--- src/rtl/pipe_stall_ctrl_if.sv ---
// Handshake bundle between the pipeline and pipe_stall_ctrl.
// Perf counter signals exist only when PIPE_STALL_CTRL_PERF_EN is defined.
interface pipe_stall_ctrl_if #(
  parameter int unsigned STAGES = 6,
  parameter int unsigned PC_W   = 32
);
  logic [STAGES-1:0] stallreq;
  logic              flush_req;
  logic [PC_W-1:0]   flush_pc;
  logic [STAGES-1:0] stall;
  logic              flush;
  logic [PC_W-1:0]   new_pc;
  logic              busy;
  logic              stall_timeout;
`ifdef PIPE_STALL_CTRL_PERF_EN
  logic [31:0]       stall_cycles;
  logic [31:0]       flush_count;
`endif

  modport master (
    output stallreq, flush_req, flush_pc,
`ifdef PIPE_STALL_CTRL_PERF_EN
    input  stall_cycles, flush_count,
`endif
    input  stall, flush, new_pc, busy, stall_timeout
  );

  modport slave (
    input  stallreq, flush_req, flush_pc,
`ifdef PIPE_STALL_CTRL_PERF_EN
    output stall_cycles, flush_count,
`endif
    output stall, flush, new_pc, busy, stall_timeout
  );
endinterface

--- src/rtl/pipe_stall_ctrl.sv ---
// Pipeline stall/flush controller: thermometer stall vector, multi-cycle flush FSM, stall watchdog.
// Optional perf counters are built when PIPE_STALL_CTRL_PERF_EN is defined.
module pipe_stall_ctrl #(
  parameter int unsigned STAGES       = 6,
  parameter int unsigned PC_W         = 32,
  parameter int unsigned FLUSH_CYCLES = 1,
  parameter int unsigned TIMEOUT      = 1024
) (
  input logic              clk,
  input logic              rst,
  pipe_stall_ctrl_if.slave bus
);

  localparam int unsigned CNT_W = (FLUSH_CYCLES > 1) ? $clog2(FLUSH_CYCLES) : 1;
  localparam logic [CNT_W-1:0] CNT_LOAD = CNT_W'(FLUSH_CYCLES - 1);

  typedef enum logic [0:0] {StIdle, StFlush} state_e;

  state_e            state_q, state_d;
  logic [CNT_W-1:0]  cnt_q, cnt_d;
  logic [PC_W-1:0]   pc_q, pc_d;
  logic [STAGES-1:0] therm;
  logic [STAGES-1:0] stall_vec;
  logic              seen;
  logic              stall_any;

  // A request at stage k holds every earlier stage as well.
  always_comb begin
    therm = '0;
    seen  = 1'b0;
    for (int i = int'(STAGES) - 1; i >= 0; i--) begin
      seen     = seen | bus.stallreq[i];
      therm[i] = seen;
    end
    stall_vec = (rst || bus.flush_req || state_q == StFlush) ? '0 : therm;
  end

  assign bus.stall = stall_vec;
  assign stall_any = |stall_vec;

  always_comb begin
    state_d = state_q;
    cnt_d   = cnt_q;
    pc_d    = pc_q;
    case (state_q)
      StIdle: begin
        if (bus.flush_req) begin
          state_d = StFlush;
          cnt_d   = CNT_LOAD;
          pc_d    = bus.flush_pc;
        end
      end
      StFlush: begin
        if (bus.flush_req) begin
          cnt_d = CNT_LOAD;
          pc_d  = bus.flush_pc;
        end else if (cnt_q == '0) begin
          state_d = StIdle;
        end else begin
          cnt_d = cnt_q - 1'b1;
        end
      end
      default: state_d = StIdle;
    endcase
  end

  always_ff @(posedge clk) begin
    if (rst) begin
      state_q <= StIdle;
      cnt_q   <= '0;
      pc_q    <= '0;
    end else begin
      state_q <= state_d;
      cnt_q   <= cnt_d;
      pc_q    <= pc_d;
    end
  end

  assign bus.flush  = (state_q == StFlush);
  assign bus.busy   = (state_q == StFlush);
  assign bus.new_pc = pc_q;

  if (TIMEOUT == 0) begin : g_no_wd
    assign bus.stall_timeout = 1'b0;
  end else begin : g_wd
    localparam int unsigned WD_W = $clog2(TIMEOUT + 1);
    localparam logic [WD_W-1:0] WD_MAX = WD_W'(TIMEOUT);

    logic [WD_W-1:0] wd_q, wd_d;
    logic            to_q;

    always_comb begin
      wd_d = '0;
      if (stall_any) wd_d = (wd_q == WD_MAX) ? wd_q : wd_q + 1'b1;
    end

    always_ff @(posedge clk) begin
      if (rst) begin
        wd_q <= '0;
        to_q <= 1'b0;
      end else begin
        wd_q <= wd_d;
        if (wd_d == WD_MAX) to_q <= 1'b1;
      end
    end

    assign bus.stall_timeout = to_q;
  end

`ifdef PIPE_STALL_CTRL_PERF_EN
  logic [31:0] stall_cycles_q;
  logic [31:0] flush_count_q;

  // Every sampled flush_req is either an IDLE->FLUSH entry or a nested re-latch.
  always_ff @(posedge clk) begin
    if (rst) begin
      stall_cycles_q <= '0;
      flush_count_q  <= '0;
    end else begin
      if (stall_any)     stall_cycles_q <= stall_cycles_q + 32'd1;
      if (bus.flush_req) flush_count_q  <= flush_count_q + 32'd1;
    end
  end

  assign bus.stall_cycles = stall_cycles_q;
  assign bus.flush_count  = flush_count_q;
`endif

endmodule

--- src/flat_wrapper.sv ---
// flat-port wrapper written by rule: the top's interface ports become plain ports
module pipe_stall_ctrl_flat 
#(
  parameter int unsigned STAGES       = 6,
  parameter int unsigned PC_W         = 32,
  parameter int unsigned FLUSH_CYCLES = 1,
  parameter int unsigned TIMEOUT      = 1024
)
  (clk, rst, bus_stallreq, bus_flush_req, bus_flush_pc, bus_stall, bus_flush, bus_new_pc, bus_busy, bus_stall_timeout);
  pipe_stall_ctrl_if #(.STAGES(STAGES), .PC_W(PC_W)) bus_i ();
  input logic clk;
  input logic rst;
  input wire logic [$bits(bus_i.stallreq)-1:0] bus_stallreq;
  input wire logic [$bits(bus_i.flush_req)-1:0] bus_flush_req;
  input wire logic [$bits(bus_i.flush_pc)-1:0] bus_flush_pc;
  output wire logic [$bits(bus_i.stall)-1:0] bus_stall;
  output wire logic [$bits(bus_i.flush)-1:0] bus_flush;
  output wire logic [$bits(bus_i.new_pc)-1:0] bus_new_pc;
  output wire logic [$bits(bus_i.busy)-1:0] bus_busy;
  output wire logic [$bits(bus_i.stall_timeout)-1:0] bus_stall_timeout;
  assign bus_i.stallreq = bus_stallreq;
  assign bus_i.flush_req = bus_flush_req;
  assign bus_i.flush_pc = bus_flush_pc;
  assign bus_stall = bus_i.stall;
  assign bus_flush = bus_i.flush;
  assign bus_new_pc = bus_i.new_pc;
  assign bus_busy = bus_i.busy;
  assign bus_stall_timeout = bus_i.stall_timeout;
  pipe_stall_ctrl #(.STAGES(STAGES), .PC_W(PC_W), .FLUSH_CYCLES(FLUSH_CYCLES), .TIMEOUT(TIMEOUT)) u_core (.clk(clk), .rst(rst), .bus(bus_i));
endmodule
--- config.mk ---
export PLATFORM = sky130hd
export DESIGN_NAME = pipe_stall_ctrl_flat
export DESIGN_NICKNAME = d
export VERILOG_FILES = /design/src/rtl/pipe_stall_ctrl_if.sv /design/src/rtl/pipe_stall_ctrl.sv /design/src/flat_wrapper.sv
export SDC_FILE = /design/constraint.sdc
export NUM_CORES = 1
export LEC_CHECK = 0
export BUFFER_PORTS_ARGS = -buffer_cell sky130_fd_sc_hd__buf_2
export CORE_ASPECT_RATIO = 1.75
export CORE_MARGIN = 5
export CORE_UTILIZATION = 47
export CTS_CLUSTER_DIAMETER = 200
export DETAILED_ROUTE_END_ITERATION = 10
export PLACE_DENSITY_LB_ADDON = 0.12
export SYNTH_ARGS = -nofsm -noshare
export SYNTH_HDL_FRONTEND = slang
export SYNTH_SLANG_ARGS = --single-unit
--- constraint.sdc ---
create_clock -name clk -period 2.2 [get_ports clk]
set_input_delay 0.22 -clock clk [delete_from_list [all_inputs] [get_ports clk]]
set_output_delay 0.22 -clock clk [all_outputs]
set_load 0.1 [all_outputs]
==> key figures, run 1 <==
Timing
  • # setup viols final: 0
  • Max Slew Vio Count: 0
  • Minimum period implied by the final worst setup slack: 1.89 ns
  • Slew @ Worst Pin: 0.537 ns
  • Max frequency: 0.530 GHz
  • Clk_skew: 0.00741 ns
  • Relative slew margins: 0.642
  • Setup TNS: 0 ns
  • RSZ-0062 raised after global routing: false
  • Final Hold Vio Count: 0
  • Fin crit share: 0.858
  • Fin Hold WS: 0.159 ns

Yosys
  • Synth warn: 0
  • Syn avg cell area: 9.62 µm²
  • Seq cells post-synth: 45
  • Yosys cell types: 44
  • Post-Synthesis Cells: 205
  • Synthesized net count: 248
  • Part of the Yosys area used for sequential elements: 0.457
  • Synthesized area: 1970 µm²

Critical path
  • Maximum fanout along the worst path: 11
  • Setup CP Type: reg -> out
  • Crit start category: flop
  • WP data required: 1.98 ns
  • Worst r2r path cells: 6
  • Worst setup EP type: output pin
  • Worst Path Arrival: 1.67 ns

Placement
  • GPL Wtd Cong: 0.826
  • DPL Wire Length: 3.50 mm
  • Cells after DPL: 322
  • Input/output buffers: 81
  • Area after DPL: 2400 µm²

Clock network
  • CTS clk-pin slew, worst paths: 0.08 ns
  • CTS Hold Bufs: 0
  • Post-CTS Setup Bufs: 0
  • Num CTS Buffers: 5
  • CTS H-tree lvls: 2
  • CTS tree: yes
  • Worst-skew pair later-pin latency: 0.29 ns
  • Clk root buf: clkbuf_8
  • Maximum clock path buffer count: 2
  • Cts repair resizes: 0
  • Sink Count: 45

Global route
  • Largest net degree at the start of global routing: 35
  • Vias in the first global route: 1643
  • Grt ovf: 0
  • All-layer global routing usage: 0.171
  • First-pass GRT wire length: 7.40 mm
  • Initial antenna violation count: 0

Die
  • Initial Utilization: 0.480
  • Die Ht: 95.7 µm
  • Die area: 5640 µm²
  • Standard-cell row count: 31
  • CORE AREA: 4110 µm²
  • Die X: 59.0 µm
  • IO Pins: 82

Hold path
  • WHS Path Cells: 3
  • Hold WC Path Type: in -> reg

Finish
  • Post-route insts no fill: 330
  • # diodes: 0
  • Final instance area: 2500 µm²
  • Reg area: 901 µm²
  • Share of layout cells above drive strength 1: 0.367
  • Area Growth Syn to Fin: 26.7%
  • Multi-input logic area: 958 µm²
  • Fill cells: 401
  • Post-layout nets: 323

Pwr
  • P per Cell Area: 756 nW/µm²
  • Peak supply drop: 767 µV
  • Overall power: 1.89 mW
  • P_leak: 1.22 nW

Drt
  • Residual DRC count: 0
  • Wire per inst: 13.8 µm
  • Vias: 1673
  • Initial DRC Count: 43
  • Drt pass-1 iters: 4
  • WL final: 4.54 mm
  • DRT antenna net count: 0
  • Vias per cell: 5.07

Job
  • Max-cap violations: 0

Status
  • Status: finished, final reports clean
-- layout make-up --
cell class	count	share of cell area
multi-input combinational	138	0.384
sequential	45	0.361
timing repair buffer	85	0.185
clock buffer	6	0.0330
tap	49	0.0245
inverter	5	0.00751
clock inverter	2	0.00551
-- kinds of logic (layout without fill, tap and decap cells) --
group                    after synthesis  in the layout  share of synthesized area
multiplexers                          32             32                      0.162
flip-flops                            45             45                      0.457
AO/OA/AOI/OAI                         13             13                     0.0546
buffers and inverters                 22             98                     0.0571
adder cells (fa/ha/maj)                2              2                     0.0127
AND/OR/NAND/NOR                       79             79                      0.203
XOR/XNOR                              12             12                     0.0533
-- cells in the mapped netlist --
cell type	n	area, µm²
a311oi_1	1	8.76
a2111o_1	1	11.3
nor3_2	1	10.0
and2_1	2	12.5
o21a_1	2	15.0
nor2_1	47	176
nor2b_1	1	6.26
and3_2	1	7.51
mux2i_1	32	320
a211oi_1	1	7.51
nor3b_1	1	7.51
buf_4	3	22.5
and4_1	1	8.76
xnor2_1	5	43.8
nand2b_1	1	6.26
buf_2	8	40.0
nand3b_1	1	7.51
and4_4	1	11.3
nor3_1	1	5.00
nor4b_1	1	8.76
a31oi_1	1	6.26
nor4_1	1	6.26
nor4_4	1	21.3
a21oi_1	2	10.0
nand4_1	2	12.5
inv_2	1	3.75
nand4b_1	1	8.76
nand2_1	6	22.5
o31ai_2	1	12.5
ha_1	2	25.0
inv_1	4	15.0
nor2_2	1	6.26
or4_4	1	11.3
or3_1	1	6.26
clkbuf_2	1	5.00
nand3_1	5	25.0
dfxtp_1	45	901
o22ai_1	2	12.5
a2111oi_2	1	15.0
xor2_1	7	61.3
o31a_1	1	8.76
buf_6	1	11.3
clkbuf_1	4	15.0
nand4_2	1	12.5
-- critical path: stages (launching register included) --
cell and delay, ns:
dfxtp_1 0.34, nor3_2 0.27, o31ai_2 0.15, buf_12 0.17
inv_2 0.04, buf_2 0.41
-- flip-flops by register name, summed over array words and instances, names as in the netlist --
signal,cells
u_core.bus.new_pc,32
u_core.g_wd.wd_q,11
u_core.bus.busy,1
u_core.bus.stall_timeout,1
-- report_power, final --
| group | switching, mW | total (mW) | internal (mW) |
|---|---|---|---|
| clock network | 0.271 | 0.525 | 0.255 |
| logic | 0.388 | 0.493 | 0.104 |
| registers | 0.0192 | 0.870 | 0.851 |
-- placed cells by master (no fill, tap or decap), types with 3 or more instances in the layout --
cell      netlist  final
nand3_1         5      5
inv_1           4      4
nand2_1         6      6
dfxtp_1        45     45
buf_2           8     80
xnor2_1         5      5
xor2_1          7      7
buf_4           3      3
mux2i_1        32     32
nor2_1         47     47
clkbuf_8        0      6
-- per-layer routing --
layer	part of all wire	vias up	GRT usage
li1	-	836	-
met1	0.38	786	0.196
met4	0.020	0	0.0718
met3	0.046	9	0.0407
met2	0.55	42	0.297
met5	0	-	0
-- through the flow --
step | worst slack [ns] | utilization
finish | 0.313 | 0.608
global route | 0.208 | 0.608
CTS | 0.283 | 0.608
detailed placement | 0.343 | 0.584
global placement | 0.355 | 0.584
floorplan | 0.0891 | -
-- worst paths after layout --
| path | end | start | slack (ns) |
|---|---|---|---|
| worst max-delay path | bus_stall[0] | u_core.bus.busy | 0.31 |
| worst min-delay path | u_core.bus.new_pc[20] | bus_flush_pc[20] | 0.16 |
| worst max register to register | u_core.bus.stall_timeout | u_core.g_wd.wd_q[0] | 0.47 |
| worst min register to register | u_core.bus.stall_timeout | u_core.bus.stall_timeout | 0.48 |
Note: power is estimated with default switching activity, not from simulation.
==> run 2, diff against run 1 <==
Settings changed: CORE_MARGIN 5 to default, GPL_TIMING_DRIVEN from default to 0.
==> run 2 against run 1 <==
Clock skew is 0.0056 ns lower; sequential share of layout area is 0.16 points lower; hold slack worse by 0.0023 ns; power is 1.9% lower; combinational power is 1% lower; sequential power hardly changed; core utilization is 2.9 points higher; register-to-register slack worse by 0.21 ns; maximum frequency is 2.7% lower; worst setup slack worse by 0.053 ns; first-iteration DRC count is 67% lower; non-clock buffer count is 11 higher.
==> key figures, run 2 (synthesis gave the netlist of run 1 again) <==
Die
  • Die X: 51.0 µm (-14%)
  • Initial Utilization: 0.500 (+0.0207)
  • CORE AREA: 3940 µm² (-4.1%)
  • Standard-cell row count: 30 (-3.2%)
  • Die Ht: 87.7 µm (-8.4%)
  • Die area: 4470 µm² (-21%)
  • IO Pins: 82 (unchanged)

Global route
  • Initial antenna violation count: 0 (unchanged)
  • All-layer global routing usage: 0.203 (+0.0317)
  • First-pass GRT wire length: 6.89 mm (-6.9%)
  • Largest net degree at the start of global routing: 14 (-60%)
  • Grt ovf: 0 (unchanged)
  • Vias in the first global route: 1636 (-0.43%)

Job
  • Max-cap violations: 0 (unchanged)

Critical path
  • WP data required: 1.98 ns (about the same)
  • Terminus of the critical flop-to-flop path: u_core.bus.stall_timeout
  • Worst Path Arrival: 1.72 ns (+0.05 ns)
  • Worst R2R Start: u_core.g_wd.wd_q[0]
  • Setup CP Type: reg -> out
  • Crit start category: flop
  • Worst setup EP type: output pin
  • Critical Path Source: u_core.bus.busy
  • CP endpoint: bus_stall[0]
  • Worst r2r path cells: 6 (unchanged)
  • Maximum fanout along the worst path: 10 (-1)
  • Setup slack, reg-to-reg: 0.26 ns (-0.21 ns)

Drt
  • WL final: 4.25 mm (-6.4%)
  • Residual DRC count: 0 (unchanged)
  • DRT antenna net count: 0 (unchanged)
  • Initial DRC Count: 14 (-67%)
  • Wire per inst: 12.5 µm (-9.2%)
  • Drt pass-1 iters: 4 (unchanged)
  • Vias: 1696 (+1.4%)
  • Vias per cell: 4.99 (-1.6%)

Timing
  • Final Hold Vio Count: 0 (unchanged)
  • Fin crit share: 0.882 (+0.0241)
  • Max frequency: 0.516 GHz (-2.7%)
  • Relative slew margins: 0.670 (+0.0283)
  • Clk_skew: 0.00183 ns (-0.00559 ns)
  • Slew @ Worst Pin: 0.498 ns (-0.0391 ns)
  • Minimum period implied by the final worst setup slack: 1.94 ns (+0.0530 ns)
  • # setup viols final: 0 (unchanged)
  • Fin Hold WS: 0.157 ns (-0.00234 ns)
  • RSZ-0062 raised after global routing: false
  • Setup TNS: 0 ns (unchanged)
  • Max Slew Vio Count: 0 (unchanged)

Clock network
  • Worst-skew pair later-pin latency: 0.29 ns (about the same)
  • CTS clk-pin slew, worst paths: 0.08 ns (about the same)
  • Num CTS Buffers: 5 (unchanged)
  • Sink Count: 45 (unchanged)
  • CTS tree: yes
  • Maximum clock path buffer count: 2 (unchanged)
  • Cts repair resizes: 0 (unchanged)
  • CTS H-tree lvls: 2 (unchanged)
  • Post-CTS Setup Bufs: 0 (unchanged)
  • CTS Hold Bufs: 0 (unchanged)
  • Clk root buf: clkbuf_8

Finish
  • Fill cells: 386 (-3.7%)
  • Multi-input logic area: 958 µm² (unchanged)
  • # diodes: 0 (unchanged)
  • Area Growth Syn to Fin: 27.3%
  • Commonest non-fill, non-tap cell in the layout: buf_2
  • Reg area: 901 µm² (unchanged)
  • Most frequent cells in the layout: 87 x buf_2, 47 x nor2_1, 45 x dfxtp_1, 32 x mux2i_1, 7 x xor2_1
  • Max FFs per register: 32 (unchanged)
  • Share of layout cells above drive strength 1: 0.373 (+0.00674)
  • Post-layout nets: 334 (+3.4%)

Pwr
  • P_leak: 1.24 nW (+2.1%)
  • Peak supply drop: 502 µV (-34%)
  • P per Cell Area: 738 nW/µm² (-2.3%)

Placement
  • DPL Wire Length: 3.25 mm (-7.2%)
  • Input/output buffers: 79 (-2.5%)
  • GPL Wtd Cong: 0.836 (+1.2%)

Hold path
  • Hold WC Path Type: in -> reg

Status
  • Status: finished, final reports clean
-- run 2: cell count changes in the layout (fill, tap and decap cells not counted), sizes merged --
cell	previous run	this run
buf	85	91
clkbuf	6	11
-- run 2: power breakdown --
part / internal [mW] / switching (mW) / total, mW / leakage [nW]
Clock: 0.221 / 0.274 / 0.495 / 0.0450
Sequential: 0.851 / 0.0200 / 0.871 / 0.369
Combinational: 0.0996 / 0.387 / 0.486 / 0.827
Total: 1.17 / 0.681 / 1.85 / 1.24
-- run 2: final cells by class --
cell class              count  area share
multi-input cells         138       0.382
flip-flops and latches     45       0.359
repair buffers             79       0.158
plain buffers              17      0.0374
clock buffers               6      0.0289
well taps                  48      0.0239
inverters                   5     0.00748
clock inverters             2     0.00399
-- run 2: routing by layer --
layer,track usage,share of wire
met1,0.205,0.39
met2,0.373,0.54
met3,0.0590,0.053
met4,0.0909,0.016
met5,0,0
-- run 2: worst min-delay path by stage --
stage | start | to | slack [ns] | cells after the start
after global routing | bus_flush_pc[9] | u_core.bus.new_pc[9] | 0.15 | 3
after detailed placement | bus_flush_pc[13] | u_core.bus.new_pc[13] | 0.46 | 3
after CTS | bus_flush_pc[8] | u_core.bus.new_pc[8] | 0.15 | 3
after global placement | bus_flush_pc[22] | u_core.bus.new_pc[22] | 0.45 | 3
final | bus_flush_pc[25] | u_core.bus.new_pc[25] | 0.16 | 3
after floorplan | bus_flush_pc[6] | u_core.bus.new_pc[6] | 0.37 | 2
-- run 2: through the flow --
step	cell area, µm²	power [mW]	utilization	worst slack [ns]	cells
finish	2510	1.85	0.637	0.260	340
global route	2510	1.92	0.637	0.124	340
CTS	2510	1.87	0.637	0.233	340
detailed placement	2430	1.38	0.616	0.281	332
global placement	2430	1.37	0.616	0.314	332
floorplan	1970	1.28	-	0.0891	205
-- run 2: critical path: stages (launching register included) --
cell	delay, ns
dfxtp_1	0.34
nor3_2	0.28
o31ai_2	0.14
buf_4	0.20
inv_2	0.06
buf_2	0.41
